$ cat src/rtl/outmem_pkg.sv
// Shared constants, state encoding and shape check for the output-memory reader.
package outmem_pkg;

  localparam int DATA_W = 16;
  localparam int LANES  = 4;
  localparam int ADDR_W = 4;
  localparam int WORD_W = LANES * DATA_W;
  localparam int SEL_W  = 2;
  localparam int MNT_W  = 12;
  localparam int FLD_W  = 4;

  localparam int MNT_M_HI = 11;
  localparam int MNT_M_LO = 8;
  localparam int MNT_N_HI = 7;
  localparam int MNT_N_LO = 4;

  localparam logic RW_READ = 1'b0;

  typedef enum logic [2:0] {
    ST_IDLE   = 3'd0,
    ST_REQ    = 3'd1,
    ST_WAIT   = 3'd2,
    ST_STREAM = 3'd3,
    ST_FIN    = 3'd4
  } state_t;

  // N beyond the lanes of one word cannot be served from a single row read.
  function automatic logic shape_invalid(input logic [FLD_W-1:0] m, input logic [FLD_W-1:0] n);
    logic [FLD_W-1:0] lanes_f;
    lanes_f = FLD_W'(LANES);
    return (m == '0) || (n == '0) || (n > lanes_f);
  endfunction

endpackage

$ cat src/rtl/outmem_reader_if.sv
// Control, memory-port and stream signals between the reader and its environment.
interface outmem_reader_if;
  import outmem_pkg::*;

  logic [MNT_W-1:0]  MNT;
  logic              START;
  logic              BUSY;
  logic              EN_O;
  logic              RW_O;
  logic [ADDR_W-1:0] ADDR_O;
  logic [WORD_W-1:0] RDATA_O;
  logic              OUT_VALID;
  logic              OUT_READY;
  logic [DATA_W-1:0] OUT_DATA;
  logic              OUT_LAST;
  logic              DONE;
  logic              ERR;

  modport master (
    input  MNT, START, RDATA_O, OUT_READY,
    output BUSY, EN_O, RW_O, ADDR_O, OUT_VALID, OUT_DATA, OUT_LAST, DONE, ERR
  );

  modport slave (
    output MNT, START, RDATA_O, OUT_READY,
    input  BUSY, EN_O, RW_O, ADDR_O, OUT_VALID, OUT_DATA, OUT_LAST, DONE, ERR
  );

endinterface

$ cat src/rtl/outmem_lane_mux.sv
// Selects one DATA_W element out of a packed row word; lane 0 sits in the top bits.
module outmem_lane_mux
  import outmem_pkg::*;
(
  input  logic [WORD_W-1:0] word_i,
  input  logic [SEL_W-1:0]  sel_i,
  output logic [DATA_W-1:0] data_o
);

  always_comb begin
    data_o = '0;
    for (int k = 0; k < LANES; k++) begin
      if (sel_i == SEL_W'(k)) begin
        data_o = word_i[WORD_W-1-DATA_W*k -: DATA_W];
      end
    end
  end

endmodule

$ cat src/rtl/outmem_reader.sv
// Drains an M x N result matrix from the output memory, one row word per read,
// and streams its elements on a valid/ready port.
//   state  | meaning
//   IDLE   | waiting for START, all outputs low
//   REQ    | read strobe for current row
//   WAIT   | read latency, word captured at end of cycle
//   STREAM | emitting columns 0..N-1 of the captured word
//   FIN    | DONE (and ERR for bad shape) pulse
module outmem_reader
  import outmem_pkg::*;
(
  input logic CLK,
  input logic RST,
  outmem_reader_if.master bus
);

  state_t            state_q, state_d;
  logic [FLD_W-1:0]  m_q, m_d;
  logic [FLD_W-1:0]  n_q, n_d;
  logic [ADDR_W-1:0] row_q, row_d;
  logic [FLD_W-1:0]  col_q, col_d;
  logic              err_q, err_d;
  logic [WORD_W-1:0] word_q, word_d;
  logic [DATA_W-1:0] lane_data;
  logic              last_col;
  logic              last_row;
  logic              unused_mnt_lo;

  assign unused_mnt_lo = ^bus.MNT[MNT_N_LO-1:0];

  outmem_lane_mux u_lane_mux (
    .word_i (word_q),
    .sel_i  (col_q[SEL_W-1:0]),
    .data_o (lane_data)
  );

  assign last_col = (col_q == (n_q - FLD_W'(1)));
  assign last_row = (row_q == (m_q - ADDR_W'(1)));

  assign bus.BUSY = (state_q != ST_IDLE);
  assign bus.RW_O = RW_READ;

  always_ff @(posedge CLK) begin
    if (RST) begin
      state_q <= ST_IDLE;
      m_q     <= '0;
      n_q     <= '0;
      row_q   <= '0;
      col_q   <= '0;
      err_q   <= 1'b0;
      word_q  <= '0;
    end else begin
      state_q <= state_d;
      m_q     <= m_d;
      n_q     <= n_d;
      row_q   <= row_d;
      col_q   <= col_d;
      err_q   <= err_d;
      word_q  <= word_d;
    end
  end

  always_comb begin
    state_d       = state_q;
    m_d           = m_q;
    n_d           = n_q;
    row_d         = row_q;
    col_d         = col_q;
    err_d         = err_q;
    word_d        = word_q;
    bus.EN_O      = 1'b0;
    bus.ADDR_O    = '0;
    bus.OUT_VALID = 1'b0;
    bus.OUT_DATA  = '0;
    bus.OUT_LAST  = 1'b0;
    bus.DONE      = 1'b0;
    bus.ERR       = 1'b0;

    unique case (state_q)
      ST_IDLE: begin
        if (bus.START) begin
          m_d     = bus.MNT[MNT_M_HI:MNT_M_LO];
          n_d     = bus.MNT[MNT_N_HI:MNT_N_LO];
          row_d   = '0;
          col_d   = '0;
          err_d   = shape_invalid(m_d, n_d);
          state_d = err_d ? ST_FIN : ST_REQ;
        end
      end
      ST_REQ: begin
        bus.EN_O   = 1'b1;
        bus.ADDR_O = row_q;
        state_d    = ST_WAIT;
      end
      ST_WAIT: begin
        word_d  = bus.RDATA_O;
        state_d = ST_STREAM;
      end
      ST_STREAM: begin
        bus.OUT_VALID = 1'b1;
        bus.OUT_DATA  = lane_data;
        bus.OUT_LAST  = last_col && last_row;
        if (bus.OUT_READY) begin
          if (!last_col) begin
            col_d = col_q + FLD_W'(1);
          end else if (!last_row) begin
            row_d   = row_q + ADDR_W'(1);
            col_d   = '0;
            state_d = ST_REQ;
          end else begin
            state_d = ST_FIN;
          end
        end
      end
      ST_FIN: begin
        bus.DONE = 1'b1;
        bus.ERR  = err_q;
        err_d    = 1'b0;
        state_d  = ST_IDLE;
      end
      default: state_d = ST_IDLE;
    endcase
  end

endmodule

$ cat src/flat_wrapper.sv
// flat-port wrapper written by rule: the top's interface ports become plain ports
module outmem_reader_flat import outmem_pkg::*;
  (CLK, RST, bus_MNT, bus_START, bus_RDATA_O, bus_OUT_READY, bus_BUSY, bus_EN_O, bus_RW_O, bus_ADDR_O, bus_OUT_VALID, bus_OUT_DATA, bus_OUT_LAST, bus_DONE, bus_ERR);
  outmem_reader_if bus_i ();
  input logic CLK;
  input logic RST;
  input wire logic [$bits(bus_i.MNT)-1:0] bus_MNT;
  input wire logic [$bits(bus_i.START)-1:0] bus_START;
  input wire logic [$bits(bus_i.RDATA_O)-1:0] bus_RDATA_O;
  input wire logic [$bits(bus_i.OUT_READY)-1:0] bus_OUT_READY;
  output wire logic [$bits(bus_i.BUSY)-1:0] bus_BUSY;
  output wire logic [$bits(bus_i.EN_O)-1:0] bus_EN_O;
  output wire logic [$bits(bus_i.RW_O)-1:0] bus_RW_O;
  output wire logic [$bits(bus_i.ADDR_O)-1:0] bus_ADDR_O;
  output wire logic [$bits(bus_i.OUT_VALID)-1:0] bus_OUT_VALID;
  output wire logic [$bits(bus_i.OUT_DATA)-1:0] bus_OUT_DATA;
  output wire logic [$bits(bus_i.OUT_LAST)-1:0] bus_OUT_LAST;
  output wire logic [$bits(bus_i.DONE)-1:0] bus_DONE;
  output wire logic [$bits(bus_i.ERR)-1:0] bus_ERR;
  assign bus_i.MNT = bus_MNT;
  assign bus_i.START = bus_START;
  assign bus_i.RDATA_O = bus_RDATA_O;
  assign bus_i.OUT_READY = bus_OUT_READY;
  assign bus_BUSY = bus_i.BUSY;
  assign bus_EN_O = bus_i.EN_O;
  assign bus_RW_O = bus_i.RW_O;
  assign bus_ADDR_O = bus_i.ADDR_O;
  assign bus_OUT_VALID = bus_i.OUT_VALID;
  assign bus_OUT_DATA = bus_i.OUT_DATA;
  assign bus_OUT_LAST = bus_i.OUT_LAST;
  assign bus_DONE = bus_i.DONE;
  assign bus_ERR = bus_i.ERR;
  outmem_reader u_core (.CLK(CLK), .RST(RST), .bus(bus_i));
endmodule
$ cat config.mk
export PLATFORM = sky130hd
export DESIGN_NAME = outmem_reader_flat
export DESIGN_NICKNAME = d
export VERILOG_FILES = /design/src/rtl/outmem_pkg.sv /design/src/rtl/outmem_reader_if.sv /design/src/rtl/outmem_lane_mux.sv /design/src/rtl/outmem_reader.sv /design/src/flat_wrapper.sv
export SDC_FILE = /design/constraint.sdc
export NUM_CORES = 1
export LEC_CHECK = 0
export ABC_AREA = 1
export CORE_ASPECT_RATIO = 1.1
export CORE_MARGIN = 2
export CORE_UTILIZATION = 55
export CTS_BUF_LIST = sky130_fd_sc_hd__clkbuf_8
export CTS_CLUSTER_SIZE = 28
export DETAILED_ROUTE_END_ITERATION = 8
export PLACE_DENSITY = 0.89
export SLEW_MARGIN = 20
export SYNTH_ARGS = -nofsm -noshare
export SYNTH_HDL_FRONTEND = slang
export SYNTH_HIERARCHICAL = 1
export SYNTH_SLANG_ARGS = --single-unit
$ cat constraint.sdc
create_clock -name CLK -period 2.8 [get_ports CLK]
set_clock_uncertainty 0.2 [all_clocks]
set_input_delay 0.28 -clock CLK [delete_from_list [all_inputs] [get_ports CLK]]
set_output_delay 0.28 -clock CLK [all_outputs]
set_load 0.03 [all_outputs]
==> metrics.md <==
| Metric | Value |
|---|---|
| Run status | completed |
| Net switching component of the power | 1.14 mW |
| First element of the critical path | u_core/m_q[0]$_SDFFE_PP0P_ |
| Number of cells in the finished layout apart from fillers | slightly below 800 |
| Post-route total power | roughly 3.3 mW |
| Time the worst path needs with I/O delays and setup | approximately 2.5 ns |
| H-Tree Depth | 3 |
| Mean cell area of the mapped netlist | 6.95 um2 |
| Hold/Removal Path Class | register to register |
| Number of DRC violations after detailed routing | 0 |
| Largest net degree at the start of global routing | between 60 and 70 |
| Floorplan row count | 33 |
| Violation count after the first detailed-routing iteration | 403 |
| Drt via density | roughly 5.5 |
| Power per Cell Area | 619 mW/mm2 |
| Die Span X | slightly below 90 um |
| Crit path required time | between 2 and 2.5 ns |
| Start of the worst register-to-register path | u_core/m_q[0]$_SDFFE_PP0P_ |
| Max VDD drop | approximately 0.4 mV |
| Antenna Nets Post-Route | 0 |
| Setup-failing EPs final | 0 |
| Total wire length after detailed routing | about 11 mm |
| Initial Util | 0.563 |
| Crit path arrival time | about 2.1 ns |
| Die ar. | slightly above 0.008 mm2 |
| Skew-Pair Late Insertion Delay | approximately 0.35 ns |
| Switching fraction of total power | 0.341 |
| Fin nets | around 760 |
| Critical path fanouts, max | 4 |
| Clock root buffer | sky130_fd_sc_hd__clkbuf_8 |
| Hold Path Origin | u_core/word_q[0]$_SDFFE_PP0P_ |
| Antenna diodes | 0 |
| Clk pwr share | 0.255 |
| Non-Filler Cell Area, Final | between 0.005 and 0.006 mm2 |
| RSZ-0062 raised after global routing | no |
| Final Max Tran Viols | 0 |
| Crit path capture type | output pin |
| Final-report hold violation count | 0 |
| Worst setup timing slack at the placement stage | slightly above 0.4 ns |
| Post-synthesis sequential element count | 84 |
| Mean routed wirelength per cell | between 10 and 15 um |
| Via count of the first global-routing pass | approximately 3.8k |
| Count of buffers added by post-CTS timing repair for setup | 0 |
| Internal power | ~2.2 mW |
| Core box area | approximately 0.0074 mm2 |
| Placer congestion estimate | around 0.9 |
| Worst hold margin | 0.248 ns |
| FMAX | ~0.39 GHz |
| Global routing usage summed across all routing layers | 0.269 |
| Maximum buffer depth of the clock tree | 2 |
| Proportion of power drawn by flip-flops and latches | 0.460 |
| Number of clock buffers inserted by TritonCTS | 9 |
| TritonCTS clock tree | yes |
| Area of placed instances | approximately 0.0052 mm2 |
| Antenna violations before repair | 0 |
| Synth Net Count | ~700 |
| Fraction of power consumed by combinational cells | 0.285 |
| Share of synthesized area occupied by flip-flops and latches | 0.404 |
| Setup TNS | 0 ns |
| Setup slack after layout | between 0.2 and 0.3 ns |
| Cell count after synthesis | between 500 and 600 |
| Hpwl dp | ~7.9 mm |
| Area grow syn2layout | 30.1% |
| Detailed-route via count | about 4.2k |
| Static power due to leakage | about 2.3 nW |
| Clk pin slew, worst setup/hold paths | 0.08 ns |
| Wire length of the first global-routing pass | 17.5 mm |
| Post-route fraction of the period consumed by the critical path | 0.909 |
| Filler Cells Inserted | 560 |
| IO Count | 107 |
| Number of buffers added on ports | 101 |
| Category of the worst setup path launch point | register |
| Post-Syn Area | slightly above 0.004 mm2 |
| Placed Cells | roughly 760 |
| Y dimension of the die | roughly 95 um |
| Fraction of final layout cells with drive strength greater than 1 | 0.0570 |
| Max capacitance violation total | 0 |
| Synth cell types | 30 |
| Clock sinks | 84 |
| Utilization after layout | 0.732 |
| Count of yosys warnings during synthesis | 6 |
| Remaining global-route overflow | 0 |
| First drt pass iteration count | 5 |
| Critical Setup Path Class | register to output pin |
[cell type report]
cell class | instances | area (um2) | share of cell area
multi-input cells | 364 | 1850 | 0.343
well taps | 87 | 109 | 0.0201
repair buffers | 108 | 1150 | 0.213
clock buffers | 9 | 124 | 0.0229
inverters | 112 | 420 | 0.0777
clock inverters | 7 | 68.8 | 0.0127
flip-flops and latches | 84 | 1680 | 0.311
[power by group through the flow]
stage                     Sequential, mW  Clock [mW]  Combinational (mW)
after floorplan                     1.52           0               0.664
after global placement              1.55           0               0.903
after detailed placement            1.56           0               0.940
after CTS                           1.54       0.863               0.950
after global routing                1.57       0.914                1.06
final                               1.54       0.854               0.953
[synthesized netlist by cell type]
cell type | instances | area [um2]
sky130_fd_sc_hd__a211oi_1 | 1 | 7.51
sky130_fd_sc_hd__a21oi_1 | 81 | 405
sky130_fd_sc_hd__a21oi_4 | 1 | 16.3
sky130_fd_sc_hd__buf_1 | 1 | 3.75
sky130_fd_sc_hd__buf_2 | 7 | 35.0
sky130_fd_sc_hd__buf_4 | 5 | 37.5
sky130_fd_sc_hd__buf_6 | 5 | 56.3
sky130_fd_sc_hd__clkbuf_1 | 16 | 60.1
sky130_fd_sc_hd__clkbuf_2 | 3 | 15.0
sky130_fd_sc_hd__clkbuf_4 | 1 | 7.51
sky130_fd_sc_hd__conb_1 | 1 | 3.75
sky130_fd_sc_hd__dfxtp_1 | 84 | 1680
sky130_fd_sc_hd__ha_1 | 4 | 50.1
sky130_fd_sc_hd__inv_1 | 106 | 398
sky130_fd_sc_hd__inv_2 | 6 | 22.5
sky130_fd_sc_hd__nand2_1 | 56 | 210
sky130_fd_sc_hd__nand2_2 | 3 | 18.8
sky130_fd_sc_hd__nand3_1 | 69 | 345
sky130_fd_sc_hd__nand3_2 | 2 | 20.0
sky130_fd_sc_hd__nand3b_1 | 1 | 7.51
sky130_fd_sc_hd__nand4_1 | 16 | 100
sky130_fd_sc_hd__nor2_1 | 39 | 146
sky130_fd_sc_hd__nor2_2 | 2 | 12.5
sky130_fd_sc_hd__nor2_8 | 1 | 20.0
sky130_fd_sc_hd__nor3_1 | 1 | 5.00
sky130_fd_sc_hd__o21ai_0 | 75 | 375
sky130_fd_sc_hd__o21bai_1 | 3 | 22.5
sky130_fd_sc_hd__o22ai_2 | 1 | 12.5
sky130_fd_sc_hd__xnor2_1 | 2 | 17.5
sky130_fd_sc_hd__xor2_1 | 5 | 43.8
[worst max-delay path, stage by stage, from the launching register on]
cell and delay [ns]:
sky130_fd_sc_hd__dfxtp_1 0.36, sky130_fd_sc_hd__inv_1 0.09, sky130_fd_sc_hd__ha_1 0.33, sky130_fd_sc_hd__nand2_1 0.08, sky130_fd_sc_hd__inv_1 0.04, sky130_fd_sc_hd__nor2_1 0.08
sky130_fd_sc_hd__nand2_1 0.06, sky130_fd_sc_hd__nor2_1 0.16, sky130_fd_sc_hd__nand3_1 0.19, sky130_fd_sc_hd__nor2_1 0.15, sky130_fd_sc_hd__buf_4 0.18
[layer usage]
metal,global-route usage,vias to the layer above,share of wire
met5,0,-,0
met3,0.0589,21,0.068
met1,0.316,1912,0.40
met2,0.475,177,0.52
li1,-,2098,-
met4,0.103,0,0.021
[path summary, 6_finish.rpt]
check / to / slack, ns / cells after the start
max reg2reg: u_core/row_q[1]$_SDFFE_PP0P_ / 0.72 / 14
min reg2reg: u_core/word_q[0]$_SDFFE_PP0P_ / 0.25 / 2
min: u_core/word_q[0]$_SDFFE_PP0P_ / 0.25 / 2
max: bus_OUT_LAST / 0.25 / 10
[logic make-up (layout without fill, tap and decap cells)]
kind of cell,count (synthesis),after routing,share of synthesized area
simple gates,190,190,0.213
compound gates,162,162,0.202
buf+inv,150,236,0.153
flops,84,84,0.404
xor+xnor,7,7,0.0147
fa+ha+maj,4,4,0.0120
other cells,1,1,0.000902
[what timing repair did]
| item | 4_1_cts | 5_1_grt |
|---|---|---|
| hold buffers | 0 | 0 |
| hold endpoints to repair | 0 | 0 |
| gates resized for setup | 0 | 16 |
| setup endpoints to repair | 0 | 16 |
[flip-flops by register name, summed over array words and instances (netlist names)]
name	cells
u_core/m_q	4
u_core/n_q	4
u_core/word_q	64
u_core/col_q	4
u_core/row_q	4
u_core/state_q	3
u_core/err_q	1
[placed cells by master, fill, tap and decap left out, types with 2 or more instances in the layout]
cell type / n
sky130_fd_sc_hd__nand4_1: 16
sky130_fd_sc_hd__nor2_2: 2
sky130_fd_sc_hd__clkdlybuf4s50_1: 84
sky130_fd_sc_hd__o21ai_0: 75
sky130_fd_sc_hd__clkinvlp_4: 3
sky130_fd_sc_hd__nor2_1: 39
sky130_fd_sc_hd__buf_4: 4
sky130_fd_sc_hd__dfxtp_1: 84
sky130_fd_sc_hd__inv_2: 6
sky130_fd_sc_hd__xnor2_1: 2
sky130_fd_sc_hd__buf_12: 4
sky130_fd_sc_hd__xor2_1: 5
sky130_fd_sc_hd__dlymetal6s2s_1: 16
sky130_fd_sc_hd__a21oi_1: 81
sky130_fd_sc_hd__clkbuf_8: 9
sky130_fd_sc_hd__nand3_2: 2
sky130_fd_sc_hd__inv_1: 108
sky130_fd_sc_hd__ha_1: 4
sky130_fd_sc_hd__nand2_1: 56
sky130_fd_sc_hd__nand2_2: 3
sky130_fd_sc_hd__nand3_1: 68
sky130_fd_sc_hd__o21bai_1: 3
(Power assumes the default switching activity.)
